$ cat config.mk
export PLATFORM = sky130hd
export DESIGN_NAME = axis_fir_stereo_sequencer
export DESIGN_NICKNAME = d
export VERILOG_FILES = /design/src/rtl/axis_fir_stereo_sequencer.sv
export SDC_FILE = /design/constraint.sdc
export NUM_CORES = 1
export LEC_CHECK = 0
export BUFFER_PORTS_ARGS = -buffer_cell sky130_fd_sc_hd__clkbuf_2
export CORE_ASPECT_RATIO = 0.75
export CORE_UTILIZATION = 50
export CTS_CLUSTER_SIZE = 8
export DETAILED_ROUTE_END_ITERATION = 8
export PLACE_DENSITY = 0.79
export SYNTH_ARGS = -nofsm -noshare
export SYNTH_HDL_FRONTEND = slang
export SYNTH_SLANG_ARGS = --single-unit
$ cat constraint.sdc
create_clock -name axis_clk -period 2.2 [get_ports axis_clk]
set_input_delay 0.22 -clock axis_clk [delete_from_list [all_inputs] [get_ports axis_clk]]
set_output_delay 0.22 -clock axis_clk [all_outputs]
set_load 0.01 [all_outputs]
$ cat src/rtl/axis_fir_stereo_sequencer.sv
// rtl/axis_fir_stereo_sequencer.sv - shares one mono FIR between the L and R channels of an AXIS stereo stream
module axis_fir_stereo_sequencer #(
  parameter int SAMPLE_W = 24,
  parameter int FIR_W    = 32,
  parameter int TIMEOUT  = 255
) (
  input  logic             axis_clk,
  input  logic             axis_reset,
  input  logic [31:0]      s_axis_data,
  input  logic             s_axis_valid,
  output logic             s_axis_ready,
  input  logic             s_axis_last,
  output logic [FIR_W-1:0] fir_m_data,
  output logic             fir_m_valid,
  input  logic             fir_m_ready,
  input  logic [FIR_W-1:0] fir_s_data,
  input  logic             fir_s_valid,
  output logic             fir_s_ready,
  output logic [31:0]      m_axis_data,
  output logic             m_axis_valid,
  input  logic             m_axis_ready,
  output logic             m_axis_last,
  input  logic             bypass,
  output logic             timeout_flag,
  output logic [7:0]       frame_err_cnt
);

  localparam int CW = $clog2(TIMEOUT + 1);

  typedef enum logic [2:0] {
    RX_L, RX_R, FIR_L_SEND, FIR_L_WAIT, FIR_R_SEND, FIR_R_WAIT, TX_L, TX_R
  } state_t;

  state_t              state;
  logic [SAMPLE_W-1:0] l_smp;
  logic [SAMPLE_W-1:0] r_smp;
  logic [CW-1:0]       cnt;

  logic rx_xfer;
  logic fir_sent;
  logic fir_got;
  logic fir_expired;
  logic tx_xfer;
  logic unused_hi;

  assign rx_xfer     = s_axis_valid && s_axis_ready;
  assign fir_sent    = fir_m_valid && fir_m_ready;
  assign fir_got     = fir_s_valid && fir_s_ready;
  assign fir_expired = (cnt == CW'(TIMEOUT - 1));
  assign tx_xfer     = m_axis_valid && m_axis_ready;
  // The upper bits of a received word carry no audio.
  assign unused_hi   = ^s_axis_data[31:SAMPLE_W];

  function automatic logic [FIR_W-1:0] sext(input logic [SAMPLE_W-1:0] s);
    return {{(FIR_W - SAMPLE_W){s[SAMPLE_W-1]}}, s};
  endfunction

  function automatic logic [31:0] zext(input logic [SAMPLE_W-1:0] s);
    return {{(32 - SAMPLE_W){1'b0}}, s};
  endfunction

  // Clamp a signed FIR result into the audio sample range: the result fits only
  // when every bit from the sample sign bit upward agrees with the FIR sign bit.
  function automatic logic [SAMPLE_W-1:0] saturate(input logic [FIR_W-1:0] v);
    logic [FIR_W-SAMPLE_W:0] top;
    top = v[FIR_W-1:SAMPLE_W-1];
    if (!v[FIR_W-1] && (|top)) begin
      return {1'b0, {(SAMPLE_W - 1){1'b1}}};
    end else if (v[FIR_W-1] && !(&top)) begin
      return {1'b1, {(SAMPLE_W - 1){1'b0}}};
    end else begin
      return v[SAMPLE_W-1:0];
    end
  endfunction

  // Packet sequencer: every handshake output is a register updated on the state transition.
  always_ff @(posedge axis_clk) begin
    if (axis_reset) begin
      state         <= RX_L;
      s_axis_ready  <= 1'b0;
      fir_m_valid   <= 1'b0;
      fir_s_ready   <= 1'b0;
      m_axis_valid  <= 1'b0;
      m_axis_last   <= 1'b0;
      fir_m_data    <= '0;
      m_axis_data   <= '0;
      l_smp         <= '0;
      r_smp         <= '0;
      cnt           <= '0;
      timeout_flag  <= 1'b0;
      frame_err_cnt <= '0;
    end else begin
      // Results are always accepted so late FIR outputs drain instead of stalling the FIR.
      fir_s_ready <= 1'b1;
      case (state)
        RX_L: begin
          s_axis_ready <= 1'b1;
          if (rx_xfer) begin
            if (s_axis_last) begin
              if (frame_err_cnt != 8'hFF) frame_err_cnt <= frame_err_cnt + 8'd1;
            end else begin
              l_smp <= s_axis_data[SAMPLE_W-1:0];
              state <= RX_R;
            end
          end
        end
        RX_R: begin
          s_axis_ready <= 1'b1;
          if (rx_xfer) begin
            if (s_axis_last) begin
              r_smp        <= s_axis_data[SAMPLE_W-1:0];
              s_axis_ready <= 1'b0;
              if (bypass) begin
                state        <= TX_L;
                m_axis_valid <= 1'b1;
                m_axis_last  <= 1'b0;
                m_axis_data  <= zext(l_smp);
              end else begin
                state       <= FIR_L_SEND;
                fir_m_valid <= 1'b1;
                fir_m_data  <= sext(l_smp);
              end
            end else begin
              // A second L without an R: resync on the newest L.
              l_smp <= s_axis_data[SAMPLE_W-1:0];
              if (frame_err_cnt != 8'hFF) frame_err_cnt <= frame_err_cnt + 8'd1;
            end
          end
        end
        FIR_L_SEND: begin
          if (fir_sent) begin
            fir_m_valid <= 1'b0;
            cnt         <= '0;
            state       <= FIR_L_WAIT;
          end
        end
        FIR_L_WAIT: begin
          if (fir_got || fir_expired) begin
            l_smp       <= fir_got ? saturate(fir_s_data) : '0;
            if (!fir_got) timeout_flag <= 1'b1;
            state       <= FIR_R_SEND;
            fir_m_valid <= 1'b1;
            fir_m_data  <= sext(r_smp);
          end else begin
            cnt <= cnt + 1'b1;
          end
        end
        FIR_R_SEND: begin
          if (fir_sent) begin
            fir_m_valid <= 1'b0;
            cnt         <= '0;
            state       <= FIR_R_WAIT;
          end
        end
        FIR_R_WAIT: begin
          if (fir_got || fir_expired) begin
            r_smp        <= fir_got ? saturate(fir_s_data) : '0;
            if (!fir_got) timeout_flag <= 1'b1;
            state        <= TX_L;
            m_axis_valid <= 1'b1;
            m_axis_last  <= 1'b0;
            m_axis_data  <= zext(l_smp);
          end else begin
            cnt <= cnt + 1'b1;
          end
        end
        TX_L: begin
          if (tx_xfer) begin
            state       <= TX_R;
            m_axis_last <= 1'b1;
            m_axis_data <= zext(r_smp);
          end
        end
        TX_R: begin
          if (tx_xfer) begin
            state        <= RX_L;
            m_axis_valid <= 1'b0;
            m_axis_last  <= 1'b0;
            m_axis_data  <= '0;
            s_axis_ready <= 1'b1;
          end
        end
        default: state <= RX_L;
      endcase
    end
  end

endmodule

Word level (Yosys, flattened, before mapping). Cells that the tools add are included.

Memories kept: 0. Bits of input ports: 72. Bits in read-only memories: 0. RAM bits: 0. Flip-flop bits (word level): 137. Bits in latches: 0. Logic and storage cells: 142.

Magnitude comparators: 0. Multiply operators: 0. Bitwise gates (word level): 1. Reductions and logical operators: 35. Shift operators: 0. Divide/modulo/power cells: 0. $add $sub $neg: 2. Mux-type cells: 64. Eq/ne operators: 27.

Operators with widths (number): two-way mux 32 bit (10); two-way mux 24 bit (8); case mux 32 bit (4 select lines) (1); case mux 24 bit (2 select lines) (2); case mux 32 bit (2 select lines) (1); two-way mux 8 bit (7); two-way mux 3 bit (11); != test 2 bit, second input constant (16); case mux 8 bit (2 select lines) (2); case mux 3 bit (8 select lines) (1); two-way mux 1 bit (17); adder 8 x 1 -> 8 bit, second input constant (2); == test 3 bit, second input constant (4); AND reduction 6 bit (2); AND reduction 10 bit (1); AND reduction 5 bit (2); nonzero test 2 bit (5); case mux 1 bit (3 select lines) (3); AND reduction 9 bit (1); nonzero test 3 bit (3); OR reduction 9 bit (1); == test 8 bit, second input constant (1); != test 8 bit, second input constant (1); AND reduction 4 bit (2); 14 further kinds (25).

Longest topological paths before layout.
Depth in word-level cells: 8. Gate-level depth with buffers: 9.

Worst setup path after synthesis. OpenSTA, ideal clock, no wires.

Path type: register to register. From: reg state[1]. To: reg m_axis_data[3]. Data arrival time: 1925 ps. Slack: 130 ps. Stages on the path, launching flop included: 10. Setup time: 145 ps. Path buffers: 3. Clock period less this slack: 2070 ps. Path through: dfxtp_1 > inv_1 > ha_1 > nor2b_1 > buf_6 > a221oi_4 > and3_1 > buf_4 > buf_6 > a211oi_1.

Word-level cells in the longest chain between the ends: 3. Elaborated cells between the ends (all ways): 13. Those cells by class: 10 x eq/ne; 1 x mux; 2 x reduce/logical.

RTL lines: from (decl) (RTL line 34) `state_t state;`; from (signal assigned) (RTL line 79) `state <= RX_L;`; from (signal assigned) (RTL line 103) `state <= RX_R;`; from (signal assigned) (RTL line 114) `state <= TX_L;`; == test 3 bit / == test 3 x 1 -> 1 bit (equally long branches) (RTL line 95) `case (state)`; nonzero test 4 bit (no line) / != test 2 bit (equally long branches); AND reduction 7 bit (no line); to (signal assigned) (RTL line 117) `m_axis_data <= zext(l_smp);`; to (signal assigned) (RTL line 162) `m_axis_data <= zext(l_smp);`; to (signal assigned) (RTL line 171) `m_axis_data <= zext(r_smp);`; to (decl) (RTL line 19) `output logic [31:0] m_axis_data,`.

Several ways; a longest one is shown, not always the timed one. A chain may end at the register's enable or synchronous reset.

Worst setup path after layout.
From: reg state[0]. To: reg state[0].

Word-level cells in the longest chain between the ends: 3. Elaborated cells between the ends (all ways): 20. Those cells by class: 17 x eq/ne; 1 x mux; 2 x reduce/logical.

RTL lines (RTL line): == test 3 x 2 -> 1 bit, or another cell as far along (95); != test 2 bit (no line); AND reduction 10 bit (no line).

Several ways; a longest one is shown, not always the timed one.

==> impl_metrics.env <==
export IMPL_num_rows=36
export IMPL_drc=0
export IMPL_finalHoldViolCount=0
export IMPL_numCtsBuffers=17
export IMPL_p_per_area_nw_per_um2=1123
export IMPL_power_leakage_nw=2.868
export IMPL_peakVddDrop_mv=0.6981
export IMPL_synth_area_leaders="dfxtp_1 (36%), a311oi_2 (7.2%), a21oi_1 (6.3%)"
export IMPL_crit_type="flip-flop to flip-flop"
export IMPL_grt_usage_pct=29.82
export IMPL_synth_edf_count=0
export IMPL_synth_ff_type="dfxtp_1"
export IMPL_grt_pass1_vias=5996
export IMPL_final_common_cell="clkbuf_2"
export IMPL_hold_path_class="primary input to flip-flop"
export IMPL_die_h_um=102.3
export IMPL_num_antenna_cells=0
export IMPL_grt_first_pass_wirelength_mm=31.85
export IMPL_critPathLaunch="state[0]"
export IMPL_routedWlPerCell_um=19.68
export IMPL_cts_path_max_buffers=2
export IMPL_r2r_start="state[0]"
export IMPL_start_util_pct=51.54
export IMPL_timing_final_crit_share_pct=94.09
export IMPL_ys_warn_count=0
export IMPL_cts_hold_buf=0
export IMPL_numPortBuffers=133
export IMPL_fin_crit_ns=2.070
export IMPL_synth_top_cell_by_area="dfxtp_1"
export IMPL_power_total_w=0.009072
export IMPL_grt_max_degree=75
export IMPL_design_area_um2=8075
export IMPL_required_ns=2.50
export IMPL_drv_slew=0
export IMPL_finClkSkew_ns=0.007346
export IMPL_reg2reg_setup_slack_ns=0.13
export IMPL_antenna_found_initial=0
export IMPL_syn_avg_cell_area_um2=9.005
export IMPL_clockRootBuffer="clkbuf_16"
export IMPL_ys_seq_area_share_pct=36.11
export IMPL_die_area_um2=13890
export IMPL_dieWidth_um=135.8
export IMPL_finalSetupViolations=0
export IMPL_worst_setup_path_end_kind="flip-flop"
export IMPL_nets=934
export IMPL_async_flop_share_pct=0
export IMPL_drt_iter0_drc=757
export IMPL_critPathMaxFanout=8
export IMPL_gr_total_overflow=0
export IMPL_maxCapViolCount=0
export IMPL_cts_tree="built"
export IMPL_vias=6737
export IMPL_ant_nets=0
export IMPL_htreeDepth=4
export IMPL_start_kind="flip-flop"
export IMPL_yosysUniqueCellTypes=64
export IMPL_hp_start="s_axis_data[11]"
export IMPL_finish_utilization_pct=62.03
export IMPL_postSynthCellCount=745
export IMPL_synth_top_area_share_pct=36.11
export IMPL_rsz0062_at_grt="no"
export IMPL_io_pins=150
export IMPL_path_cells="inv_1, ha_1, buf_4, mux2_4, a32oi_1, nand3_1, o311a_1"
export IMPL_cts_setup_buffers=0
export IMPL_insertion_delay_ns=0.41
export IMPL_worstMarginPinSlew_ns=0.5970
export IMPL_slowest_delay_ns=0.37
export IMPL_outcome="finished clean"
export IMPL_ys_ff_latch=121
export IMPL_placed_area_um2=7483
export IMPL_cp_arrival_ns=2.37
export IMPL_relSlewSlack_pct=60.05
export IMPL_area_growth_pct=20.37
export IMPL_wirelength_mm=20.43
export IMPL_cp_slowest_cell="dfxtp_2"
export IMPL_firstDrtPassIters=5
export IMPL_routabilityCongestion=0.8875
export IMPL_cp_num_buf_inv=2
export IMPL_max_freq_mhz=483.1
export IMPL_cts_sinks=121
export IMPL_core_area_um2=13020
export IMPL_vias_per_cell=6.490
export IMPL_cp_top_family="compound AO/OA/AOI/OAI gates"
export IMPL_clkTransAtPathRegs_ns=0.06
export IMPL_drive_above_1_share_pct=33.33
export IMPL_layout_common_cells="clkbuf_2 (132), dfxtp_1 (120), nand2_1 (106), a21oi_1 (83), o211ai_1 (51)"
export IMPL_hpwlAfterDp_mm=13.59
export IMPL_synthesis_area_um2=6709
-- cell usage after synthesis (3+ instances only) --
cell type / n
dfxtp_1: 121
nand2_1: 106
a21oi_1: 84
o211ai_1: 51
a311oi_1: 39
clkbuf_1: 36
a311oi_2: 32
a31oi_1: 29
a22oi_1: 25
buf_2: 25
buf_4: 24
a211oi_2: 18
inv_1: 13
nand3_1: 13
nor2_1: 13
a211oi_1: 10
buf_6: 9
and2_1: 7
ha_1: 7
nand4_1: 7
or4_1: 5
o21ai_0: 4
or3_1: 4
and3_1: 3
mux2i_1: 3
nor2b_1: 3
nor4_1: 3
o211ai_2: 3
o31ai_1: 3
o41ai_1: 3
-- layout make-up --
cell class                      count  area (µm²)
Fill cell                        1079        4942
Multi-Input combinational cell    523        3770
Clock buffer                       19       432.9
Clock inverter                     12       127.6
Timing Repair Buffer              178        1055
Tap cell                          171       214.0
Sequential cell                   121        2424
Inverter                           14       52.55
-- registers in the layout, indices dropped and copies added (netlist names) --
signal	count
state	3
fir_s_ready	1
timeout_flag	1
s_axis_ready	1
frame_err_cnt	8
l_smp	24
fir_m_valid	1
fir_m_data	24
m_axis_valid	1
cnt	8
m_axis_data	24
r_smp	24
m_axis_last	1
-- kinds of logic (layout without fill, tap and decap cells) --
| kind of cell | after synthesis | after routing | synth area share, % |
|---|---|---|---|
| mux | 8 | 8 | 1.678 |
| flops | 121 | 121 | 36.11 |
| fa+ha+maj | 7 | 7 | 1.305 |
| other cells | 1 | 8 | 0.05590 |
| buf+inv | 108 | 223 | 8.859 |
| simple gates | 176 | 176 | 12.51 |
| compound gates | 324 | 324 | 39.48 |
-- worst min-delay path, delay by kind of cell --
kind	cells	cell delay, ns
buffers and inverters	1	0.09
AOI/OAI and AO/OA	1	0.08
and+or+nand+nor	1	0.06
-- repair_timing --
| item | in CTS | in global routing |
|---|---|---|
| resized for setup | 1 | 8 |
| setup endpoints to repair | 1 | 24 |
| endpoints found under the hold margin | 0 | 0 |
| pin swaps | 0 | 1 |
-- where the power goes --
part | internal, W | total, W | switching (W)
Combinational | 0.00146 | 0.00347 | 0.00201
Clock | 0.00165 | 0.00269 | 0.00103
Sequential | 0.00262 | 0.00292 | 0.000302
Total | 0.00573 | 0.00907 | 0.00334
-- stage by stage --
step / setup slack (ns) / hold slack, ns / std cells / setup TNS, ns
final: 0.1300 / 0.07556 / 1038 / 0
after global routing: 0.02043 / 0.07196 / 1038 / 0
after CTS: 0.04056 / 0.06045 / 1038 / 0
after detailed placement: -0.009731 / 0.4778 / 1007 / -0.009731
after global placement: 0.1346 / 0.4541 / 1007 / 0
after floorplan: 0.1300 / 0.3835 / 752 / 0
-- per-layer routing --
metal	part of all wire [%]	track usage, %	up-vias	wire [µm]
met5	0	0	-	0
met4	1.2	8.557	0	250
met3	11	7.589	33	2309
met2	44	44.66	377	8935
met1	44	42.08	3217	8932
li1	-	-	3110	-
-- path summary, 6_finish.rpt --
path	cells after the start	endpoint
worst max register to register	7	state[0]
worst min-delay path	3	r_smp[11]
worst min register to register	2	m_axis_last
worst max-delay path	7	state[0]
Note: power is estimated with default switching activity, not from simulation.
